**src/rtl/fifo_param.sv**
```systemverilog
// Parametrised single-clock FIFO with occupancy count, almost-full/empty thresholds and overflow/underflow pulses; FIFO_FWFT_EN selects first-word-fall-through reads.
// Flags and count update on the accepting edge; writes while full and reads while empty are dropped and flagged.
module fifo_param #(
    parameter int DATA_WIDTH = 8,
    parameter int ADDR_WIDTH = 4,
    parameter int AF_LEVEL   = 14,
    parameter int AE_LEVEL   = 2
) (
    input  logic                  clk,
    input  logic                  rst,
    input  logic                  write_en,
    input  logic                  read_en,
    input  logic [DATA_WIDTH-1:0] data_in,
    output logic [DATA_WIDTH-1:0] data_out,
    output logic                  full,
    output logic                  empty,
    output logic                  almost_full,
    output logic                  almost_empty,
    output logic [ADDR_WIDTH:0]   count,
    output logic                  overflow,
    output logic                  underflow
);

    localparam int DEPTH = 1 << ADDR_WIDTH;
    localparam logic [ADDR_WIDTH:0] DEPTH_C = (ADDR_WIDTH + 1)'(DEPTH);
    localparam logic [ADDR_WIDTH:0] AF_C    = (ADDR_WIDTH + 1)'(AF_LEVEL);
    localparam logic [ADDR_WIDTH:0] AE_C    = (ADDR_WIDTH + 1)'(AE_LEVEL);

    logic [DATA_WIDTH-1:0] mem [DEPTH];
    logic [ADDR_WIDTH-1:0] wr_ptr;
    logic [ADDR_WIDTH-1:0] rd_ptr;
    logic                  wr_acc;
    logic                  rd_acc;

    // Flags come only from the registered count, so there is no input-to-flag path.
    assign full         = (count == DEPTH_C);
    assign empty        = (count == '0);
    assign almost_full  = (count >= AF_C);
    assign almost_empty = (count <= AE_C);

    assign wr_acc = write_en && !full;
    assign rd_acc = read_en && !empty;

    always_ff @(posedge clk or negedge rst) begin
        if (!rst) begin
            wr_ptr    <= '0;
            rd_ptr    <= '0;
            count     <= '0;
            overflow  <= 1'b0;
            underflow <= 1'b0;
        end else begin
            if (wr_acc) wr_ptr <= wr_ptr + 1'b1;
            if (rd_acc) rd_ptr <= rd_ptr + 1'b1;
            case ({wr_acc, rd_acc})
                2'b10:   count <= count + 1'b1;
                2'b01:   count <= count - 1'b1;
                default: count <= count;
            endcase
            overflow  <= write_en && full;
            underflow <= read_en && empty;
        end
    end

    // Storage is deliberately left out of reset; stale words are unreachable once pointers clear.
    always_ff @(posedge clk) begin
        if (wr_acc) mem[wr_ptr] <= data_in;
    end

`ifdef FIFO_FWFT_EN
    assign data_out = empty ? '0 : mem[rd_ptr];
`else
    always_ff @(posedge clk or negedge rst) begin
        if (!rst)        data_out <= '0;
        else if (rd_acc) data_out <= mem[rd_ptr];
    end
`endif

endmodule

```
**config.mk**
```make
export PLATFORM = sky130hd
export DESIGN_NAME = fifo_param
export DESIGN_NICKNAME = d
export VERILOG_FILES = /design/src/rtl/fifo_param.sv
export SDC_FILE = /design/constraint.sdc
export NUM_CORES = 1
export LEC_CHECK = 0
export ABC_AREA = 1
export ABC_CLOCK_PERIOD_IN_PS = 4700
export CAP_MARGIN = 10
export CELL_PAD_IN_SITES_DETAIL_PLACEMENT = 1
export CELL_PAD_IN_SITES_GLOBAL_PLACEMENT = 1
export CORE_MARGIN = 5
export CORE_UTILIZATION = 40
export CTS_BUF_LIST = sky130_fd_sc_hd__clkbuf_4 sky130_fd_sc_hd__clkbuf_8 sky130_fd_sc_hd__clkbuf_16
export DETAILED_ROUTE_END_ITERATION = 7
export PLACE_DENSITY = 0.71
export SETUP_SLACK_MARGIN = 0.3
export SLEW_MARGIN = 20
export SYNTH_ARGS = -nofsm -noshare
export SYNTH_HDL_FRONTEND = slang
export SYNTH_SLANG_ARGS = --single-unit
```
**constraint.sdc**
```tcl
create_clock -name clk -period 4.7 [get_ports clk]
set_clock_uncertainty 0.05 [all_clocks]
set_input_delay 1.175 -clock clk [delete_from_list [all_inputs] [get_ports clk]]
set_output_delay 1.175 -clock clk [all_outputs]
set_load 0.005 [all_outputs]
```
======== Yosys cells after proc, flatten, opt, wreduce, memory -nomap -nowiden ========
Memory sizes are Yosys's and may differ from the RTL's. A register that Yosys moved wholly into a read port is not among the register bits.
Index checks and enable logic that the tools add are counted.
word-level totals
  register bits ........................... 15
  latch bits .............................. 0
  memory bits (writable) .................. 128
  memory bits (read-only) ................. 0
  bits of input ports ..................... 12
  output and inout port bits .............. 19
  logic and storage cells ................. 27
  memories kept ........................... 1
memory list
  memory  depth  width  rd ports  clocked after Yosys merged registers in  write ports  RTL line  text
  mem     16     8      1         1                                        1            29        logic [DATA_WIDTH-1:0] mem [DEPTH];
operators by class
  add/sub/neg operators ................... 4
  multiply operators ...................... 0
  divide/modulo/power cells ............... 0
  $lt $le $gt $ge ......................... 2
  eq/ne operators ......................... 3
  shift operators ......................... 0
  muxes and demuxes ....................... 3
  bitwise operators ....................... 0
  reduce and logical (&&, ||, !) cells .... 9
operators by type and width
  cell                                                                                 count
  5-bit case mux with 2 select lines                                                   1
  4-bit by 1-bit adder with 4-bit output, second input constant                        2
  5-bit by 1-bit adder with 5-bit output, second input constant                        1
  5-bit == test, second input constant                                                 1
  5-bit by 4-bit greater-or-equal comparator with 1-bit output, second input constant  1
  5-bit by 2-bit less-or-equal comparator with 1-bit output, second input constant     1
  5-bit logical NOT                                                                    1
  5-bit by 1-bit subtractor with 5-bit output, second input constant                   1
  1-bit logical AND                                                                    4
  1-bit logical NOT                                                                    3
  2-bit by 1-bit == test with 1-bit output, second input constant                      1
  2-bit == test, second input constant                                                 1
  1-bit two-way mux                                                                    2
  2-bit nonzero test                                                                   1

======== Logic depth before layout (Yosys ltp) ========
Gate-level depths: netlist of run 1.
  word-level depth ........................ 5
  mapped depth ............................ 15

======== Least setup slack after synthesis of run 1 ========
OpenSTA, ideal clock, no wires.
  path kind ............................... input to register
  start point ............................. input port read_en
  end point ............................... register count[4]
  setup time .............................. 117 ps
  arrival ................................. 2551 ps
  slack ................................... 1983 ps
  stages on the path ...................... 13
  buffers on the path ..................... 1
  cells stage by stage .................... nand2_2 -> inv_2 -> buf_6 -> ha_1 -> xor2_1 -> ha_1 -> inv_1 -> nand2_1 -> nand3_1 -> nand2_1 -> xor2_1 -> nand2_1 -> nand2_1
between the ends
  cells in the longest elaborated chain, start to end .. 3
ends and longest elaborated chain
  item                                                                       RTL line  text
  from (decl)                                                                12        input logic read_en,
  1-bit logical AND *                                                        42        assign rd_acc = read_en && !empty;
  named net rd_acc                                                           33        logic rd_acc;
  2-bit by 1-bit == test with 1-bit output or 2-bit == test (tied branches)  54        case ({wr_acc, rd_acc})
  5-bit case mux with 2 select lines or 2-bit nonzero test (tied branches)   n/a
  to (signal assigned)                                                       55        2'b10: count <= count + 1'b1;
  to (signal assigned)                                                       56        2'b01: count <= count - 1'b1;
  to (signal assigned)                                                       57        default: count <= count;
  to (decl)                                                                  19        output logic [ADDR_WIDTH:0] count,
The timed path passes the listed nets; every way through them passes the cells marked *.
A chain may end at the register's enable or synchronous reset.

======== Final worst setup path of run 1 ========
  start point ............................. input port read_en
  end point ............................... register count[4]
between the ends
  cells in the longest elaborated chain, start to end .. 3
ends and longest elaborated chain
  item                                                                       RTL line
  1-bit logical AND *                                                        42
  2-bit by 1-bit == test with 1-bit output or 2-bit == test (tied branches)  54
  5-bit case mux with 2 select lines or 2-bit nonzero test (tied branches)   n/a
Mark *: on every way between the ends. The rest lies on a longest branch, timed or not.

==> results of run 1 <==
==> stage by stage <==
stage          area, um2  hold slack (ns)
4_1_cts             7810            0.462
3_5_place_dp        7190            0.446
2_1_floorplan       6760            0.422
5_1_grt             7800            0.478
6_report            7800            0.450
3_3_place_gp        7190            0.431
==> final timing paths <==
path | to | cells after the start | startpoint
max in group asynchronous | rd_ptr[0]$_DFFE_PN0P_ | 1 | rst
worst max-delay path | count[4]$_DFFE_PN0P_ | 13 | read_en
min in group asynchronous | data_out[0]$_DFFE_PN0P_ | 1 | rst
worst min-delay path | data_out[5]$_DFFE_PN0P_ | 2 | data_out[5]$_DFFE_PN0P_
worst min register to register | data_out[5]$_DFFE_PN0P_ | 2 | data_out[5]$_DFFE_PN0P_
worst max register to register | count[4]$_DFFE_PN0P_ | 14 | count[1]$_DFFE_PN0P_
==> sequential cells by signal (all words and copies together) (netlist names) <==
signal / count
overflow: 1
count: 5
underflow: 1
wr_ptr: 4
data_out: 8
rd_ptr: 4
mem: 128
==> report_power, final <==
group / internal [mW] / total, mW / leakage (nW) / switching, mW
Combinational: 0.531 / 1.61 / 1.69 / 1.08
Sequential: 1.66 / 1.81 / 1.44 / 0.153
Clock: 0.849 / 1.42 / 0.303 / 0.574
Total: 3.04 / 4.84 / 3.43 / 1.80
==> placed cells by master (no fill, tap or decap), drive strengths merged <==
master / count
nand4: 2
xnor2: 1
nand2: 223
o21ai: 7
a21oi: 2
inv: 125
clkinv: 8
dfrtp: 23
nand3: 103
clkinvlp: 1
o21bai: 1
a21boi: 1
clkbuf: 17
nor2: 20
buf: 3
ha: 9
clkdlybuf4s50: 29
edfxtp: 128
xor2: 9
bufinv: 3
==> Yosys cell counts (all sizes together) <==
cell type	n	area, um2
a21boi	1	7.51
a21oi	2	10.0
buf	25	155
clkbuf	1	3.75
clkinv	2	7.51
dfrtp	23	576
edfxtp	128	3840
ha	9	113
inv	120	450
nand2	223	840
nand3	103	515
nand4	2	25.0
nor2	20	82.6
o21ai	7	35.0
o21bai	1	7.51
xnor2	1	8.76
xor2	9	78.8
==> per-layer routing <==
layer / vias to the layer above / GRT usage [%]
li1: 2216 / -
met1: 2260 / 23.2
met2: 87 / 31.6
met3: 29 / 3.72
met4: 0 / 7.39
met5: - / 0
==> logic make-up after synthesis <==
group | after synthesis | share of synthesized area [%]
AOI/OAI and AO/OA | 11 | 0.889
buffers and inverters | 148 | 9.13
xor gates and xnor gates | 10 | 1.30
and+or+nand+nor | 348 | 21.6
DFF | 151 | 65.4
adders and majority gates | 9 | 1.67
==> worst max-delay path, delay by kind of cell <==
family,cells,cell delay [ns]
fa+ha+maj,2,0.53
buf+inv,3,0.76
simple gates,6,0.55
xor+xnor,2,0.41
==> layout make-up <==
class | instances | area, um2 | area share, %
clock buffer | 17 | 425 | 5.45
clock inverter | 15 | 191 | 2.45
inverter | 122 | 459 | 5.88
multi-input combinational | 378 | 1720 | 22.1
sequential | 151 | 4420 | 56.6
tap | 220 | 275 | 3.53
timing repair buffer | 32 | 310 | 3.98
==> metrics.txt, run 1 <==
met2 wire len=around 8.7 mm; critical-path cell list=clkdlybuf4s50_1 > nand2_2 > inv_2 > ha_1 > xor2_1 > ha_1 > inv_1 > nand2_1 > nand3_1 > nand2_1 > xor2_1 > nand2_1 > nand2_1; number of max-cap violations=0; CTS resizes=0; Post-CTS Setup Bufs=0; Period minus WS final=3.12 ns; first-pass GRT wire length=27.3 mm; routed length on met3=602 um; initial antenna violation count=0; # rows=47; final period utilization=66.3%; P_leak=between 3 and 4 nW; Starting Density=40.8%; WP data arrival=roughly 3.4 ns; Pwr Density=620 nW/um2; Final setup viols=0; Layout Cells excl Fill=935; maximum number of pins on one net before global-route repair=67; CP max FO=15; Post-Synthesis Cells=677; placed cells=between 900 and 1000; Synth Cell Area=6760 um2; Final #Nets=723; post-DP HPWL=around 12 mm; # H-tree levels=4; Tot Pwr=4.84 mW; root buf cell=clkbuf_16; final count of hold timing violations=0; startpoint types=input port; Syn Nets=around 700; n_diodes=0; Hold/Removal Path Class=register to register; outcome=finished clean; final WL=17.3 mm; Avg Cell Area, Syn=9.98 um2; Die Ht=140 um; f_max=0.321 GHz; CTS tree=built; synth unique cells=23; Yosys reg bits=between 150 and 200; setup tns final=0 ns; critical path class=input port to register; Core Region=16600 um2; min setup slack post-route=between 1.5 and 2 ns; unrepaired setup endpoints after global routing=false; die width=140 um; wl on met1=7.63 mm; Finished Core Util=a little under half; number of I/O port buffers=30; Pins Over Slew Limit=0; # hold bufs at CTS=0; area grow syn2layout=15.5%; Via density=4.91; sequential share of the synthesized area=65.4%; via count=4592; Fill cells=1848; # clock sinks=151; Worst-Skew Late Latency=~0.43 ns; post-route ant nets=0; crit end category=register; CTS Buf Count=17; VDD IR max=0.284 mV; DRC viols=0; Total GRT Usage=approximately 19%; number of global-route vias before repair=4862; WP data required=5.02 ns; highest metal used=met4; Top Ports=31; clock buffer depth=2; share of cells above drive strength 1=6.01%; full die area=19600 um2; Crit path top cell by count=nand2_1; 1st-iter DRT viols=roughly 220; R2R Setup Slk=between 2 and 2.5 ns; DR WL/cell=18.5 um; Clk pin slew, worst setup/hold paths=0.06 ns; Final GP Congestion=0.864; YS warnings=0; global route overflow=0; DP Worst Slack=about 1.1 ns; worst slew pin tran=1.02 ns; slowest CP cell=clkdlybuf4s50_1; drt first pass iters=4; critical path's largest stage delay=0.49 ns; Rel. slew slack=31.7%
No activity file was read; power rests on OpenSTA's default activity.
==> run 2: changes to the inputs <==
--- a/config.mk
+++ b/config.mk
@@ -6,7 +6,7 @@
 export NUM_CORES = 1
 export LEC_CHECK = 0
 export ABC_AREA = 1
-export ABC_CLOCK_PERIOD_IN_PS = 4700
+export ABC_CLOCK_PERIOD_IN_PS = 3170
 export CAP_MARGIN = 10
 export CELL_PAD_IN_SITES_DETAIL_PLACEMENT = 1
 export CELL_PAD_IN_SITES_GLOBAL_PLACEMENT = 1
==> constraint.sdc (replaced) <==
create_clock -name clk -period 3.17 [get_ports clk]
set_clock_uncertainty 0.05 [all_clocks]
set_input_delay 0.7925 -clock clk [delete_from_list [all_inputs] [get_ports clk]]
set_output_delay 0.7925 -clock clk [all_outputs]
set_load 0.005 [all_outputs]
==> run 2 against run 1 <==
Against the previous run:
- core utilization increased by 0.53 points
- worst hold slack worse by 0.012 ns
- critical path depth stayed put
==> metrics.txt, run 2 (synthesis gave the netlist of run 1 again) <==
outcome=finished clean; most frequent cells in the layout=222 x nand2_1, 128 x edfxtp_1, 116 x inv_1; startpoint types=input port; Final setup viols=0 (unchanged); Core Region=16600 um2 (unchanged); 1st-iter DRT viols=253 (+13%); share of cells above drive strength 1=8.29% (+2.3 points); Finished Core Util=47.6% (+0.53 points); Post-CTS Setup Bufs=0 (unchanged); WP data required=3.49 ns (-1.53 ns); root buf cell=clkbuf_16; die width=140 um (unchanged); crit end category=register; min-delay src=data_out[0]$_DFFE_PN0P_; initial antenna violation count=0 (unchanged); Final GP Congestion=0.812 (-6.0%); DR WL/cell=17.6 um (-5.1%); Worst-Skew Late Latency=0.43 ns (about the same); final period utilization=85.4%; Pins Over Slew Limit=0 (unchanged); drt first pass iters=4 (unchanged); CP delay by family, top=buffers and inverters; critical path class=input port to register; post-DP HPWL=11.1 mm (-3.8%); Tot Pwr=6.98 mW (+44%); full die area=19600 um2 (unchanged); Total GRT Usage=17.9% (-0.58 points); worst slew pin tran=0.773 ns (-0.246 ns); Pwr Density=885 nW/um2 (+43%); WP data arrival=3.02 ns (-0.42 ns); # rows=47 (unchanged); reg2reg start=count[1]$_DFFE_PN0P_; Top Registers=mem (128), data_out (8), count (5); Biggest register=mem; slowest CP cell=clkdlybuf4s50_1; global route overflow=0 (unchanged); # H-tree levels=4 (unchanged); Starting Density=40.8% (unchanged); Via density=4.83 (-1.7%); critical path's largest stage delay=0.50 ns (about the same); number of I/O port buffers=30 (unchanged); Final #Nets=745 (+3.0%); max reg flops=128 (unchanged); CTS Buf Count=17 (unchanged); Period minus WS final=2.71 ns; final count of hold timing violations=0 (unchanged); critical-path cell list=clkdlybuf4s50_1 > nand2_2 > inv_2 > ha_1 > xor2_1 > ha_1 > inv_1 > nand2_1 > nand3_1 > nand2_1 > xor2_1 > nand2_1 > nand2_1; number of max-cap violations=0 (unchanged); # clock sinks=151 (unchanged); f_max=0.369 GHz; CTS tree=built; clock buffer depth=2 (unchanged); most common cell after layout, fill and taps aside=nand2_1; Hold/Removal Path Class=register to register; number of global-route vias before repair=4959 (+2.0%); Register-to-Register Path Depth=13 (-1); Hold EP=data_out[0]$_DFFE_PN0P_; VDD IR max=0.479 mV (+69%); Rel. slew slack=48.3% (+17 points); first-pass GRT wire length=26.8 mm (-1.7%); maximum number of pins on one net before global-route repair=67 (unchanged); worst hold stages=2 (unchanged); Clk pin slew, worst setup/hold paths=0.06 ns (about the same); post-route ant nets=0 (unchanged); CP Depth=13 (unchanged); # hold bufs at CTS=0 (unchanged); final WL=16.8 mm (-2.9%); placed cells=925 (+2.4%); area grow syn2layout=16.8%; CP max FO=10 (-5); Top Ports=31 (unchanged); crit path buf inv count=3 (unchanged); via count=4615 (+0.50%); Layout Cells excl Fill=956 (+2.2%); unrepaired setup endpoints after global routing=false; Crit path top cell by count=nand2_1; Die Ht=140 um (unchanged); DRC viols=0 (unchanged); P_leak=3.49 nW (+1.8%); n_diodes=0 (unchanged); R2R Setup Slk=0.49 ns (-1.59 ns); setup tns final=0 ns (unchanged); CTS resizes=0 (unchanged); worst r2r dst=count[4]$_DFFE_PN0P_
==> run 2: worst max-delay path by stage <==
stage | start | end | slack [ns]
after global placement | read_en | count[4]$_DFFE_PN0P_ | 0.37
after detailed placement | read_en | count[4]$_DFFE_PN0P_ | 0.16
after floorplan | read_en | count[4]$_DFFE_PN0P_ | 0.84
final | read_en | count[4]$_DFFE_PN0P_ | 0.46
after CTS | count[3]$_DFFE_PN0P_ | full | 0.49
after global routing | count[1]$_DFFE_PN0P_ | count[4]$_DFFE_PN0P_ | 0.36
==> run 2: cell type report <==
class	instances	area [um2]
fillers	1855	8690
inverters	122	458
repair buffers	54	480
flip-flops and latches	151	4420
clock buffers	17	425
well taps	220	275
clock inverters	14	110
multi-input cells	378	1720
==> run 2: worst register-to-register path: stages, from the launching register on <==
cell	delay, ns
dfrtp_1	0.46
inv_1	0.16
nand4_2	0.16
nand2_1	0.25
ha_1	0.35
xor2_1	0.30
ha_1	0.25
inv_1	0.06
nand2_1	0.12
nand3_1	0.10
nand2_1	0.09
xor2_1	0.15
nand2_1	0.06
nand2_1	0.06
==> run 2: where the power goes <==
part	switching [mW]	total, mW	internal (mW)	leakage (nW)
Sequential	0.196	2.65	2.46	1.44
Combinational	1.63	2.48	0.846	1.81
Clock	0.791	1.85	1.06	0.245
==> run 2: through the flow <==
stage,instance area (um2),hold slack (ns),worst slack (ns)
2_1_floorplan,6760,0.422,0.835
3_3_place_gp,7360,0.433,0.366
3_5_place_dp,7360,0.431,0.156
4_1_cts,7890,0.444,0.490
5_1_grt,7890,0.475,0.358
6_report,7890,0.438,0.462
==> run 2: routing by layer <==
layer | wire, um | track usage [%] | part of all wire [%]
met4 | 234 | 5.71 | 1.4
met1 | 7020 | 21.8 | 42
met3 | 740 | 4.19 | 4.4
met2 | 8840 | 31.6 | 53
met5 | 0 | 0 | 0
==> run 3: changes to the inputs <==
--- a/config.mk
+++ b/config.mk
@@ -6,7 +6,7 @@
 export NUM_CORES = 1
 export LEC_CHECK = 0
 export ABC_AREA = 1
-export ABC_CLOCK_PERIOD_IN_PS = 3170
+export ABC_CLOCK_PERIOD_IN_PS = 3000
 export CAP_MARGIN = 10
 export CELL_PAD_IN_SITES_DETAIL_PLACEMENT = 1
 export CELL_PAD_IN_SITES_GLOBAL_PLACEMENT = 1
@@ -14,6 +14,7 @@
 export CORE_UTILIZATION = 40
 export CTS_BUF_LIST = sky130_fd_sc_hd__clkbuf_4 sky130_fd_sc_hd__clkbuf_8 sky130_fd_sc_hd__clkbuf_16
 export DETAILED_ROUTE_END_ITERATION = 7
+export GPL_TIMING_DRIVEN = 1
 export PLACE_DENSITY = 0.71
 export SETUP_SLACK_MARGIN = 0.3
 export SLEW_MARGIN = 20
==> constraint.sdc (replaced) <==
create_clock -name clk -period 3 [get_ports clk]
set_clock_uncertainty 0.05 [all_clocks]
set_input_delay 0.75 -clock clk [delete_from_list [all_inputs] [get_ports clk]]
set_output_delay 0.75 -clock clk [all_outputs]
set_load 0.005 [all_outputs]
==> run 3 against run 2 <==
Against the previous run:
- via count up 0.91%
- register-to-register slack better by 0.08 ns
- sequential share of layout area down 0.23 points
- critical path type is now register to output pin
- largest cell class unchanged
- highest routed layer unchanged
==> metrics.txt, run 3 (synthesis gave the netlist of run 1 again) <==
most frequent cells in the layout=222 x nand2_1, 128 x edfxtp_1, 117 x inv_1; via count=4657 (+0.91%); area occupied by multi-input gates=1720 um2 (unchanged); share of cells above drive strength 1=8.53% (+0.24 points); CP max FO=6 (-4); Core Region=16600 um2 (unchanged); storage element area=4420 um2 (about the same); Die Ht=140 um (unchanged); Biggest register=mem; final period utilization=86.1%; number of global-route vias before repair=5014 (+1.1%); f_max=around 0.39 GHz; placed cell area=7380 um2 (+0.37%); # H-tree levels=4 (unchanged); Final #Nets=747 (+0.27%); post-route design area=7930 um2 (+0.44%); unrepaired setup endpoints after global routing=false; first-pass GRT wire length=27.3 mm (+1.6%); initial antenna violation count=0 (unchanged); root buf cell=clkbuf_16; worst slew pin tran=0.765 ns (-0.00761 ns); DP Worst Slack=0.134 ns (-0.0225 ns); Period minus WS final=2.58 ns; min setup slack post-route=0.417 ns (-0.0454 ns); area grow syn2layout=17.3%; final WL=17.2 mm (+2.2%); crit end category=output pin; Rel. slew slack=49.0% (+0.67 points); max reg flops=128 (unchanged); DR WL/cell=17.9 um (+1.9%); Final GP Congestion=0.860 (+5.8%); Starting Density=40.8% (unchanged); Finished Core Util=47.8% (+0.21 points); WP data required=2.20 ns (-1.29 ns); Top Ports=31 (unchanged); Clk pin slew, worst setup/hold paths=0.06 ns (about the same); Total GRT Usage=18.3% (+0.36 points); global route overflow=0 (unchanged); post-DP HPWL=11.3 mm (+1.3%); critical path class=register to output pin; CTS Buf Count=17 (unchanged); # hold bufs at CTS=0 (unchanged); Hold/Removal Path Class=register to register; die width=140 um (unchanged); DRC viols=0 (unchanged); final count of hold timing violations=0 (unchanged); full die area=19600 um2 (unchanged); # rows=47 (unchanged); number of I/O port buffers=30 (unchanged); VDD IR max=0.455 mV (-5.1%); Fill cells=1871 (+0.86%); maximum number of pins on one net before global-route repair=67 (unchanged); clock buffer depth=2 (unchanged); CTS tree=built; setup tns final=0 ns (unchanged); most common cell after layout, fill and taps aside=nand2_1; Top Registers=mem (128), data_out (8), count (5); Worst-Skew Late Latency=0.43 ns (about the same); number of max-cap violations=0 (unchanged); Tot Pwr=7.42 mW (+6.3%); Post-CTS Setup Bufs=0 (unchanged); 1st-iter DRT viols=428 (+69%); startpoint types=register; # clock sinks=151 (unchanged); post-route ant nets=0 (unchanged); Final setup viols=0 (unchanged); Pwr Density=936 nW/um2 (+5.8%); Pins Over Slew Limit=0 (unchanged); WP data arrival=1.78 ns (-1.24 ns); P_leak=3.52 nW (+0.79%); Via density=4.86 (+0.59%); outcome=finished clean; n_diodes=0 (unchanged); drt first pass iters=4 (unchanged)
==> run 3: repair_timing <==
| action | 4_1_cts | 5_1_grt |
|---|---|---|
| gates resized for setup | 0 | 1 |
| setup endpoints to repair | 0 | 1 |
| hold endpoints to repair | 0 | 0 |
==> run 3: report_power, final <==
| part | switching, mW | internal, mW | total (mW) |
|---|---|---|---|
| sequential | 0.201 | 2.60 | 2.80 |
| combinational | 1.76 | 0.906 | 2.67 |
| clock | 0.816 | 1.13 | 1.95 |
| total | 2.78 | 4.64 | 7.42 |
==> run 3: path summary, 6_finish.rpt <==
check                                   startpoint                       to  slack [ns]  depth (start not counted)
max                           count[1]$_DFFE_PN0P_                     full        0.42                          4
min                        data_out[7]$_DFFE_PN0P_  data_out[7]$_DFFE_PN0P_        0.44                          2
max reg2reg                   count[1]$_DFFE_PN0P_     count[4]$_DFFE_PN0P_        0.57                         13
min reg2reg                data_out[7]$_DFFE_PN0P_  data_out[7]$_DFFE_PN0P_        0.44                          2
max in group asynchronous                      rst     count[3]$_DFFE_PN0P_        1.98                          2
min in group asynchronous                      rst  data_out[3]$_DFFE_PN0P_        0.65                          2
==> run 3: area by class of cell <==
type	count	area share [%]
timing repair buffer	56	6.41
clock inverter	14	1.37
sequential	151	55.8
clock buffer	18	5.46
inverter	122	5.78
tap	220	3.47
multi-input combinational	378	21.7
==> run 3: metal layers <==
metal	up-vias	part of all wire, %	wire length [um]	GRT usage (%)
met5	-	0	0	0
met4	0	2.3	400	7.39
met3	24	2.9	493	3.24
met2	75	52	8940	32.0
met1	2300	43	7370	22.4
li1	2258	-	-	-
==> run 3: critical path, stage by stage, from the launching register on <==
cell and delay [ns]:
dfrtp_1 0.46, inv_1 0.15, nand4_2 0.16, inv_1 0.08
clkdlybuf4s50_1 0.50
==> run 3: per-stage QoR <==
step | hold slack (ns) | instances
after floorplan | 0.404 | 677
after global placement | 0.418 | 927
after detailed placement | 0.428 | 927
after CTS | 0.441 | 959
after global routing | 0.479 | 959
final | 0.442 | 959
==> edit 1, RTL diff (config.mk and constraints of run 3) <==
Make the reset (`rst`) synchronous in 2 clocked blocks.
--- a/src/rtl/fifo_param.sv
+++ b/src/rtl/fifo_param.sv
@@ -42,5 +42,5 @@
     assign rd_acc = read_en && !empty;
 
-    always_ff @(posedge clk or negedge rst) begin
+    always_ff @(posedge clk) begin
         if (!rst) begin
             wr_ptr    <= '0;
@@ -70,5 +70,5 @@
     assign data_out = empty ? '0 : mem[rd_ptr];
 `else
-    always_ff @(posedge clk or negedge rst) begin
+    always_ff @(posedge clk) begin
         if (!rst)        data_out <= '0;
         else if (rd_acc) data_out <= mem[rd_ptr];
Function: differs if rst is asserted again (counterexample within 4 cycles, from zero or initial values and one cycle with rst low); with rst held inactive, the same outputs for 10 cycles.
==> edit 1 against run 3 <==
- routed wire length fell by 2.9%
- first-iteration DRC count shrank 28%
- area after synthesis down 1.3%
- sequential cell count unchanged
- design area down 1.6%
- total power shrank 16%
- setup slack got worse by 0.013 ns
- synthesized cell count increased by 1.0%
- die area down 1.2%
- sequential share of layout area fell by 0.59 points
- critical path type unchanged
- highest routed layer unchanged
==> edit 1: results <==
[outcome]
status = completed

[layout]
fillers = 1842
signal_buffer_area_fraction_pct = 6.319
multiInputCombCellCount = 407
layout-drive-gt1-share_pct = 9.042
buffers = 54
nClkBuffers = 20

[placed_design]
dp_cells = 929
place_ws_ns = 0.1428
placed_cell_area_sq_mm = 0.007264
place_hpwl_um = 11060
gp_congestion = 0.8338

[worst_setup_path]
cp.arrival_ns = 1.80
regToRegStartpoint = count[1]
reg2reg_to = count[4]

[min_path]
min_from = wr_ptr[3]
holdPathEnd = wr_ptr[3]

[global_routing]
met3_usage_pct = 3.207
grt_use_total_pct = 18.07
grt_pass1_vias = 5103

[sta]
maxSlewHeadroom_pct = 50.79
hold_slack_ns = 0.4739

[synth]
ys_seq_area_share_pct = 64.54
synth_adder_area_share_pct = 1.689
syn_area_per_cell_sq_um = 9.750
synthArstFlopShare_pct = 0
synthTopCellsByArea = edfxtp_1 58%, nand2_1 13%, nand3_1 7.3%
synth_nets = 705
synth-xor-area-share_pct = 0.6567

[drt]
dr.pass1.iters = 5
routed_via_density = 4.906
drtIter0Drc = 308

[power]
total_leakage_power_uw = 0.003301
powerDensity_mw_per_mm2 = 800.3
ir_worst_vdd_mv = 0.4234
==> edit 1: where the power goes <==
| group | switching [uW] | total [uW] | internal, uW |
|---|---|---|---|
| Sequential | 107 | 2520 | 2410 |
| Clock | 823 | 1910 | 1090 |
| Combinational | 1150 | 1810 | 655 |
| Total | 2080 | 6240 | 4160 |
==> edit 1: metal layers <==
layer,part of all wire (%),routed length (um)
met2,51,8486
met5,0,0
met4,2.8,463
met3,3.1,519
met1,43,7229
==> edit 1: worst max-delay path by stage <==
stage                     depth (start not counted)     start            to  slack, ns
after floorplan                                  14   read_en      count[4]       0.77
after global placement                           13  write_en      count[4]       0.27
after detailed placement                         13  write_en      count[4]       0.14
after CTS                                         2  count[1]  almost_empty       0.33
after global routing                              2  count[1]  almost_empty       0.33
final                                             2  count[1]  almost_empty       0.40
==> edit 1: logic make-up after synthesis <==
family | after synthesis
compound gates | 22
simple gates | 371
fa+ha+maj | 9
buf+inv | 126
xor+xnor | 5
flops | 151
==> edit 2, RTL diff (config.mk and constraints of run 3) <==
Without the edit above. The option `FIFO_FWFT_EN` is turned on by a define.
--- a/src/rtl/fifo_param.sv
+++ b/src/rtl/fifo_param.sv
@@ -1,4 +1,6 @@
 // Parametrised single-clock FIFO with occupancy count, almost-full/empty thresholds and overflow/underflow pulses; FIFO_FWFT_EN selects first-word-fall-through reads.
 // Flags and count update on the accepting edge; writes while full and reads while empty are dropped and flagged.
+`define FIFO_FWFT_EN
+
 module fifo_param #(
     parameter int DATA_WIDTH = 8,
Check against the original RTL: not equivalent (a bounded check fails within 4 cycles, from zero or initial values and one cycle with rst low).
==> edit 2 against run 3 <==
- combinational power grew 57%
- largest cell class unchanged
- first-iteration DRC count down 34%
- critical endpoint is now data_out[2]
- routed wire length grew 14%
- design area grew 5.3%
- setup slack worse by 0.25 ns
- worst hold slack improved by 0.094 ns
- critical path type unchanged
- sequential share of layout area decreased by 5.2 points
- fmax down 8.9%
- sequential cell count decreased by 8
- total power rose by 22%
- core utilization grew 7.3 points
- highest routed layer unchanged
- area after synthesis fell by 9.1%
- count of clock-buffer cells in the layout shrank 1
==> edit 2: results <==
[global_routing]
grt_pass1_vias = 5135
grt_use_total_pct = 22.47
grtUsageMet1_pct = 26.20
met3_usage_pct = 5.364
grt_use_met2_pct = 38.71

[synth]
synthTopCellsByArea = edfxtp_1 63%, nand2_1 12%, dfrtp_1 6.1%
synthArstFlopShare_pct = 10.49
synth_adder_area_share_pct = 1.833
synthCells = 562
synth.distinct_cells = 25
ys_seq_area_share_pct = 68.69
synth_nets = 583
synth-xor-area-share_pct = 1.141

[worst_setup_path]
cpMaxStageDelayCell = dfrtp_2
worstSetupStartpoint = rd_ptr[0]
reg2reg_slack_ns = 0.55

[placed_design]
place_hpwl_um = 10780
dp_cells = 786
place_ws_ns = 0.2329
gp_congestion = 0.8739
placed_cell_area_sq_mm = 0.006760

[power]
powerClk_uw = 2190
totalPowerFinal_uw = 9049
p_sw_share_pct = 37.87
total_leakage_power_uw = 0.003366
p_seq_share_pct = 29.3

[layout]
multiInputCombCellCount = 360
nets = 673
seq_share_pct = 50.61
fillers = 1556
final-clk-cell-share_pct = 7.163
reg.largest.list = mem x128, count x5
finish.instance_area_sq_mm = 0.008349
signal_buffer_area_fraction_pct = 12.71

[sta]
max_freq_mhz = 352.9

[outcome]
status = completed

[drt]
routedWlPerCell_um = 23.00
dr_wl_met2_um = 9972
wl_met3_um = 919
drtIter0Drc = 282

[clocking]
clock_sinks = 143
==> edit 2: cell types whose count changed after synthesis, moves of 3 or more <==
cell	before	now
inv_1	117	31
nor2_1	19	32
buf_2	16	12
nand2_1	222	201
dfrtp_1	23	15
a21oi_1	2	41
nand3_1	103	47
buf_6	2	5
o21ai_0	6	14
buf_4	7	2
==> edit 2: timing repair <==
action / in CTS / in global routing
setup endpoints to repair: 10 / 12
gates cloned: 10 / 1
resized for setup: 134 / 50
pin swaps: 44 / 33
buffers inserted: 17 / 7
==> edit 2: worst min-delay path by stage <==
stage               from        end  slack, ns  cells past startpoint
2_1_floorplan        rst   count[0]       0.40                      0
3_5_place_dp   wr_ptr[2]  wr_ptr[2]       0.50                      1
6_report       wr_ptr[2]  wr_ptr[2]       0.54                      1
3_3_place_gp   wr_ptr[2]  wr_ptr[2]       0.48                      1
4_1_cts        wr_ptr[2]  wr_ptr[2]       0.52                      1
5_1_grt        wr_ptr[2]  wr_ptr[2]       0.56                      1
